<file path="src/rtl/alu_exec_unit.sv">
// Sequential wrapper around the combinational 6502 ALU: one micro-request at a time, committing
// to A, to the flags only, or to memory via a read / dummy-write / write RMW sequence.
module alu_exec_unit (
    input  logic        clk,
    input  logic        rst_n,
    input  logic        req_valid,
    output logic        req_ready,
    input  logic [3:0]  req_op,
    input  logic [1:0]  req_dst,
    input  logic [7:0]  req_operand,
    input  logic [15:0] req_addr,
    input  logic [3:0]  req_flag_mask,
    input  logic        a_load,
    input  logic [7:0]  a_load_val,
    input  logic        p_load,
    input  logic [3:0]  p_load_val,
    output logic [7:0]  alu_a,
    output logic [7:0]  alu_b,
    output logic [3:0]  alu_op,
    output logic        alu_cin,
    input  logic [7:0]  alu_result,
    input  logic        alu_c,
    input  logic        alu_z,
    input  logic        alu_v,
    input  logic        alu_n,
    output logic [15:0] mem_addr,
    output logic        mem_re,
    output logic        mem_we,
    output logic [7:0]  mem_wdata,
    input  logic [7:0]  mem_rdata,
    output logic [7:0]  reg_a,
    output logic        flag_n,
    output logic        flag_v,
    output logic        flag_z,
    output logic        flag_c,
    output logic        done
);

    localparam logic [1:0] DST_ACC   = 2'b00;
    localparam logic [1:0] DST_FLAGS = 2'b01;
    localparam logic [1:0] DST_MEM   = 2'b10;

    typedef enum logic [2:0] {
        S_IDLE,
        S_EXEC,
        S_RMW_RD,
        S_RMW_DUMMY,
        S_RMW_WR,
        S_DONE
    } state_t;

    state_t      state_q;
    logic [3:0]  op_q;
    logic [1:0]  dst_q;
    logic [3:0]  mask_q;
    logic [7:0]  reg_a_q, reg_a_d;
    logic [3:0]  flags_q, flags_d;      // {N,V,Z,C}
    logic [7:0]  alu_a_q;
    logic [7:0]  alu_b_q;
    logic [3:0]  alu_op_q;
    logic [15:0] mem_addr_q;
    logic        mem_re_q;
    logic        mem_we_q;
    logic [7:0]  mem_wdata_q;
    logic        done_q;
    logic        req_ready_q;

    logic        accept;
    logic        commit_en;
    logic [3:0]  alu_flags;

    assign accept    = req_valid && req_ready_q && (state_q == S_IDLE);
    assign alu_flags = {alu_n, alu_v, alu_z, alu_c};
    assign commit_en = ((state_q == S_EXEC) && ((dst_q == DST_ACC) || (dst_q == DST_FLAGS)))
                    || (state_q == S_RMW_DUMMY);

    // p_load lands first so that an ALU commit overrides it on the masked bits only.
    always_comb begin
        flags_d = p_load ? p_load_val : flags_q;
        if (commit_en) begin
            flags_d = (flags_d & ~mask_q) | (alu_flags & mask_q);
        end
    end

    always_comb begin
        reg_a_d = reg_a_q;
        if ((state_q == S_IDLE) && a_load) begin
            reg_a_d = a_load_val;
        end else if ((state_q == S_EXEC) && (dst_q == DST_ACC)) begin
            reg_a_d = alu_result;
        end
    end

    always_ff @(posedge clk or negedge rst_n) begin
        if (!rst_n) begin
            state_q     <= S_IDLE;
            op_q        <= 4'd0;
            dst_q       <= 2'd0;
            mask_q      <= 4'd0;
            reg_a_q     <= 8'h00;
            flags_q     <= 4'd0;
            alu_a_q     <= 8'h00;
            alu_b_q     <= 8'h00;
            alu_op_q    <= 4'd0;
            mem_addr_q  <= 16'h0000;
            mem_re_q    <= 1'b0;
            mem_we_q    <= 1'b0;
            mem_wdata_q <= 8'h00;
            done_q      <= 1'b0;
            req_ready_q <= 1'b1;
        end else begin
            reg_a_q <= reg_a_d;
            flags_q <= flags_d;
            case (state_q)
                S_IDLE: begin
                    if (accept) begin
                        op_q        <= req_op;
                        dst_q       <= req_dst;
                        mask_q      <= req_flag_mask;
                        req_ready_q <= 1'b0;
                        if (req_dst == DST_MEM) begin
                            mem_addr_q <= req_addr;
                            mem_re_q   <= 1'b1;
                            state_q    <= S_RMW_RD;
                        end else begin
                            // A same-cycle a_load must already be visible to EXEC.
                            alu_a_q  <= a_load ? a_load_val : reg_a_q;
                            alu_b_q  <= req_operand;
                            alu_op_q <= req_op;
                            state_q  <= S_EXEC;
                        end
                    end
                end
                S_EXEC: begin
                    done_q  <= 1'b1;
                    state_q <= S_DONE;
                end
                S_RMW_RD: begin
                    mem_re_q    <= 1'b0;
                    mem_we_q    <= 1'b1;
                    mem_wdata_q <= mem_rdata;
                    alu_a_q     <= mem_rdata;
                    alu_b_q     <= 8'h00;
                    alu_op_q    <= op_q;
                    state_q     <= S_RMW_DUMMY;
                end
                S_RMW_DUMMY: begin
                    mem_wdata_q <= alu_result;
                    state_q     <= S_RMW_WR;
                end
                S_RMW_WR: begin
                    mem_we_q <= 1'b0;
                    done_q   <= 1'b1;
                    state_q  <= S_DONE;
                end
                S_DONE: begin
                    done_q      <= 1'b0;
                    req_ready_q <= 1'b1;
                    state_q     <= S_IDLE;
                end
                default: begin
                    mem_re_q    <= 1'b0;
                    mem_we_q    <= 1'b0;
                    done_q      <= 1'b0;
                    req_ready_q <= 1'b1;
                    state_q     <= S_IDLE;
                end
            endcase
        end
    end

    assign req_ready = req_ready_q;
    assign alu_a     = alu_a_q;
    assign alu_b     = alu_b_q;
    assign alu_op    = alu_op_q;
    assign alu_cin   = flags_q[0];
    assign mem_addr  = mem_addr_q;
    assign mem_re    = mem_re_q;
    assign mem_we    = mem_we_q;
    assign mem_wdata = mem_wdata_q;
    assign reg_a     = reg_a_q;
    assign flag_n    = flags_q[3];
    assign flag_v    = flags_q[2];
    assign flag_z    = flags_q[1];
    assign flag_c    = flags_q[0];
    assign done      = done_q;

endmodule
</file>
<file path="config.mk">
export PLATFORM = sky130hd
export DESIGN_NAME = alu_exec_unit
export DESIGN_NICKNAME = d
export VERILOG_FILES = /design/src/rtl/alu_exec_unit.sv
export SDC_FILE = /design/constraint.sdc
export NUM_CORES = 1
export LEC_CHECK = 0
export ABC_AREA = 1
export BUFFER_PORTS_ARGS = -buffer_cell sky130_fd_sc_hd__buf_2
export CAP_MARGIN = 0
export CORE_AREA = 2 2 107 109
export DETAILED_ROUTE_END_ITERATION = 12
export DIE_AREA = 0 0 109 111
export PLACE_DENSITY = 0.54
export SYNTH_ARGS = -nofsm -noshare
export SYNTH_HDL_FRONTEND = slang
export SYNTH_SLANG_ARGS = --single-unit
</file>
<file path="constraint.sdc">
create_clock -name clk -period 1.85 [get_ports clk]
set_input_delay 0.37 -clock clk [delete_from_list [all_inputs] [get_ports clk]]
set_output_delay 0.37 -clock clk [all_outputs]
set_load 0.005 [all_outputs]
</file>
==> flow_summary.ini <==
[outcome]
status = complete, no violations

[run]
maxCapViolCount = 0

[drt]
via_per_inst = 4.66
wl_per_cell_microns = 13.4
drc = 0
dr.pass1.iters = 4
drt-initial-drc-count = 134
wl_mm = 9.85
postRouteAntennaNets = 0
dr_total_vias = 3417

[power]
seqPwrFrac = 0.383
switching_power_mw = 2.83
power.internal_mw = 4.61
power_frac_comb = 0.383
swShare = 0.381
vdd_ir_drop_max_uv = 621
p_total_mw = 7.44
power_density_nw_per_um2 = 1600
leakagePower_nw = 2.66
p_clk_frac = 0.234

[place]
dp_hpwl_mm = 7.41
port_buffers = 131
dp_cells = 717
gp_congestion = 0.891
dpl_cell_area_sq_um = 4330

[synth]
seq_area_frac_synth = 0.518
ys_types = 23
synth-seq-cells = 73
synth_cells = 452
synth_nets = 523
synth_area_sq_um = 3530
yosysWarnings = 0
avgSynthCellArea_sq_um = 7.81

[critical_path]
arrival_ns = 1.84
slowest_stage = dfrtp_1
cpPeakStageDelay_ns = 0.47
worstRegToRegCells = 6
crit_chain = nor2_8, buf_4, nand3_4, nand2_2, nand2_1, nand2_1
endpoint_kind = register
reg2reg_from = state_q[2]$_DFFE_PN0P_
path_buf_inv = 1
cp_top_family = simple AND/OR/NAND/NOR gates
worst_ep_required_time_ns = 2.11
timing.critical_path.mode_cell = nand2_1
path_max_fanout = 18
rrSetupSlack_ns = 0.27
start_kind = register
critPathKind = reg2reg
r2r-end = reg_a[2]$_DFFE_PN0P_

[min_path]
worstHoldPathCells = 3
hp-class = in2reg
holdPathEnd = mask_q[3]$_DFFE_PN0P_
hp-start = req_flag_mask[3]

[timing]
period_minus_slack_ns = 1.58
finalCritPeriodShare = 0.852
slew_headroom = 0.699
max_freq_mhz = 634
hold_viol = 0
worst_slew_pin_slew_ns = 0.450
tns_ns = 0
finClkSkew_ns = 0.00945
drv_slew = 0
finalSetupViolations = 0
rsz0062_at_grt = false

[finish]
n_antenna_cell = 0
fin_cells = 734
drive_above_1_share = 0.289
fin_nets = 657
final_area_sq_um = 4640
syn_to_final_growth_pct = 31.5
fillers = 1142

[global_route]
grt_pass1_wl_mm = 15.9
grt_pass1_vias = 3297
antenna_found_initial = 0
grtUsageTotal = 0.167
grt_max_degree = 31
overflow = 0

[clock_network]
numCtsBuffers = 9
htree_num_levels = 3
cts_resized = 0
cts-root-buf = clkbuf_16
clockBufferDepth = 2
insertion_delay_ns = 0.33
tritoncts = yes
cts_sinks = 73
clkTransAtPathRegs_ns = 0.06

[floorplanning]
start_util = 0.319
die-height_microns = 111
ios = 132
coreArea_sq_um = 11100
rows = 39
dieWidth_microns = 109
die_area_sq_um = 12100
==> power groups by stage <==
| stage | combinational, mW | sequential [mW] | clock (mW) |
|---|---|---|---|
| 3_3_place_gp | 2.85 | 2.85 | 0 |
| 2_1_floorplan | 1.73 | 2.85 | 0 |
| 5_1_grt | 3.29 | 2.95 | 1.87 |
| 4_1_cts | 2.90 | 2.85 | 1.79 |
| 3_5_place_dp | 2.89 | 2.86 | 0 |
| 6_report | 2.85 | 2.85 | 1.74 |
==> how the worst max path moves through the flow <==
stage                                      start              endpoint  slack, ns  cells past startpoint
after floorplan            req_ready$_DFFE_PN1P_  alu_a[0]$_DFFE_PN0P_       0.47                      6
after global placement    state_q[2]$_DFFE_PN0P_  reg_a[2]$_DFFE_PN0P_       0.29                      6
after detailed placement  state_q[2]$_DFFE_PN0P_  reg_a[5]$_DFFE_PN0P_       0.27                      6
after CTS                 state_q[2]$_DFFE_PN0P_  reg_a[4]$_DFFE_PN0P_       0.26                      6
after global routing      state_q[2]$_DFFE_PN0P_  reg_a[3]$_DFFE_PN0P_       0.15                      6
final                     state_q[2]$_DFFE_PN0P_  reg_a[2]$_DFFE_PN0P_       0.27                      6
==> cell usage after synthesis <==
master | count | area share
nand2_1 | 223 | 0.24
nand3_1 | 73 | 0.10
dfrtp_1 | 72 | 0.51
inv_1 | 19 | 0.020
o21ai_0 | 16 | 0.023
buf_2 | 11 | 0.016
nand4_1 | 8 | 0.014
buf_6 | 4 | 0.013
nand2_2 | 3 | 0.0053
nor2_1 | 3 | 0.0032
nor2_4 | 3 | 0.0096
a21oi_2 | 2 | 0.0050
buf_4 | 2 | 0.0042
clkbuf_1 | 2 | 0.0021
inv_2 | 2 | 0.0021
nand3_2 | 2 | 0.0057
a21boi_0 | 1 | 0.0021
a21oi_1 | 1 | 0.0014
dfstp_2 | 1 | 0.0074
nand2_4 | 1 | 0.0032
nand3_4 | 1 | 0.0050
nor2_8 | 1 | 0.0057
o21a_1 | 1 | 0.0021
==> final cells by class <==
cell class | count | area (sq um) | share of cell area
clock buffers | 12 | 246 | 0.0531
clock inverters | 4 | 53.8 | 0.0116
inverters | 21 | 78.8 | 0.0170
multi-input cells | 339 | 1500 | 0.324
flip-flops and latches | 73 | 1830 | 0.394
well taps | 143 | 179 | 0.0385
repair buffers | 142 | 756 | 0.163
==> per-layer routing <==
metal	wire length [microns]	part of all wire	up-vias	GRT usage
met5	0	0	-	0
met2	4520	0.46	110	0.261
met4	58	0.0059	0	0.0299
met3	824	0.084	8	0.0582
met1	4440	0.45	1584	0.224
li1	-	-	1715	-
==> repair_timing <==
action | 4_1_cts | 5_1_grt
buffers inserted | 0 | 0
endpoints found under the hold margin | 24 | 0
setup endpoints to repair | 0 | 0
hold buffers | 1 | 0
==> per-stage QoR <==
| stage | util | worst slack [ns] | hold slack (ns) |
|---|---|---|---|
| floorplan | - | 0.472 | 0.0744 |
| global placement | 0.391 | 0.285 | 0.317 |
| detailed placement | 0.391 | 0.269 | 0.315 |
| CTS | 0.419 | 0.257 | 0.238 |
| global route | 0.419 | 0.146 | 0.241 |
| finish | 0.419 | 0.273 | 0.245 |
==> flip-flops by register name (all words and copies together) (netlist names), 4 cells and up <==
name       flops
op_q           4
alu_op         4
flags_q        4
alu_a          8
mem_wdata      8
reg_a          8
mem_addr      16
alu_b          8
mask_q         4
==> cell usage in the layout (no fill, tap or decap), types with 3 or more instances in the layout <==
cell / netlist / final
nand2_2: 3 / 3
clkbuf_16: 0 / 9
inv_1: 19 / 19
nand2_1: 223 / 223
nand3_1: 73 / 73
nor2_4: 3 / 3
buf_4: 2 / 10
buf_2: 11 / 130
nand4_1: 8 / 8
dfrtp_1: 72 / 72
nor2_1: 3 / 3
o21ai_0: 16 / 16
==> kinds of logic (layout without fill, tap and decap cells) <==
logic type	Yosys count	after routing	synth area share
and+or+nand+nor	318	318	0.392
DFF	73	73	0.518
buffers and inverters	40	179	0.0570
AOI/OAI and AO/OA	21	21	0.0333
==> worst reg2reg max path: cells and delay by family (launching register included) <==
| family | cells | cell delay (ns) |
|---|---|---|
| buffers and inverters | 1 | 0.26 |
| flip-flops | 1 | 0.47 |
| AND/OR/NAND/NOR | 5 | 0.78 |
No activity file was read; power rests on OpenSTA's default activity.
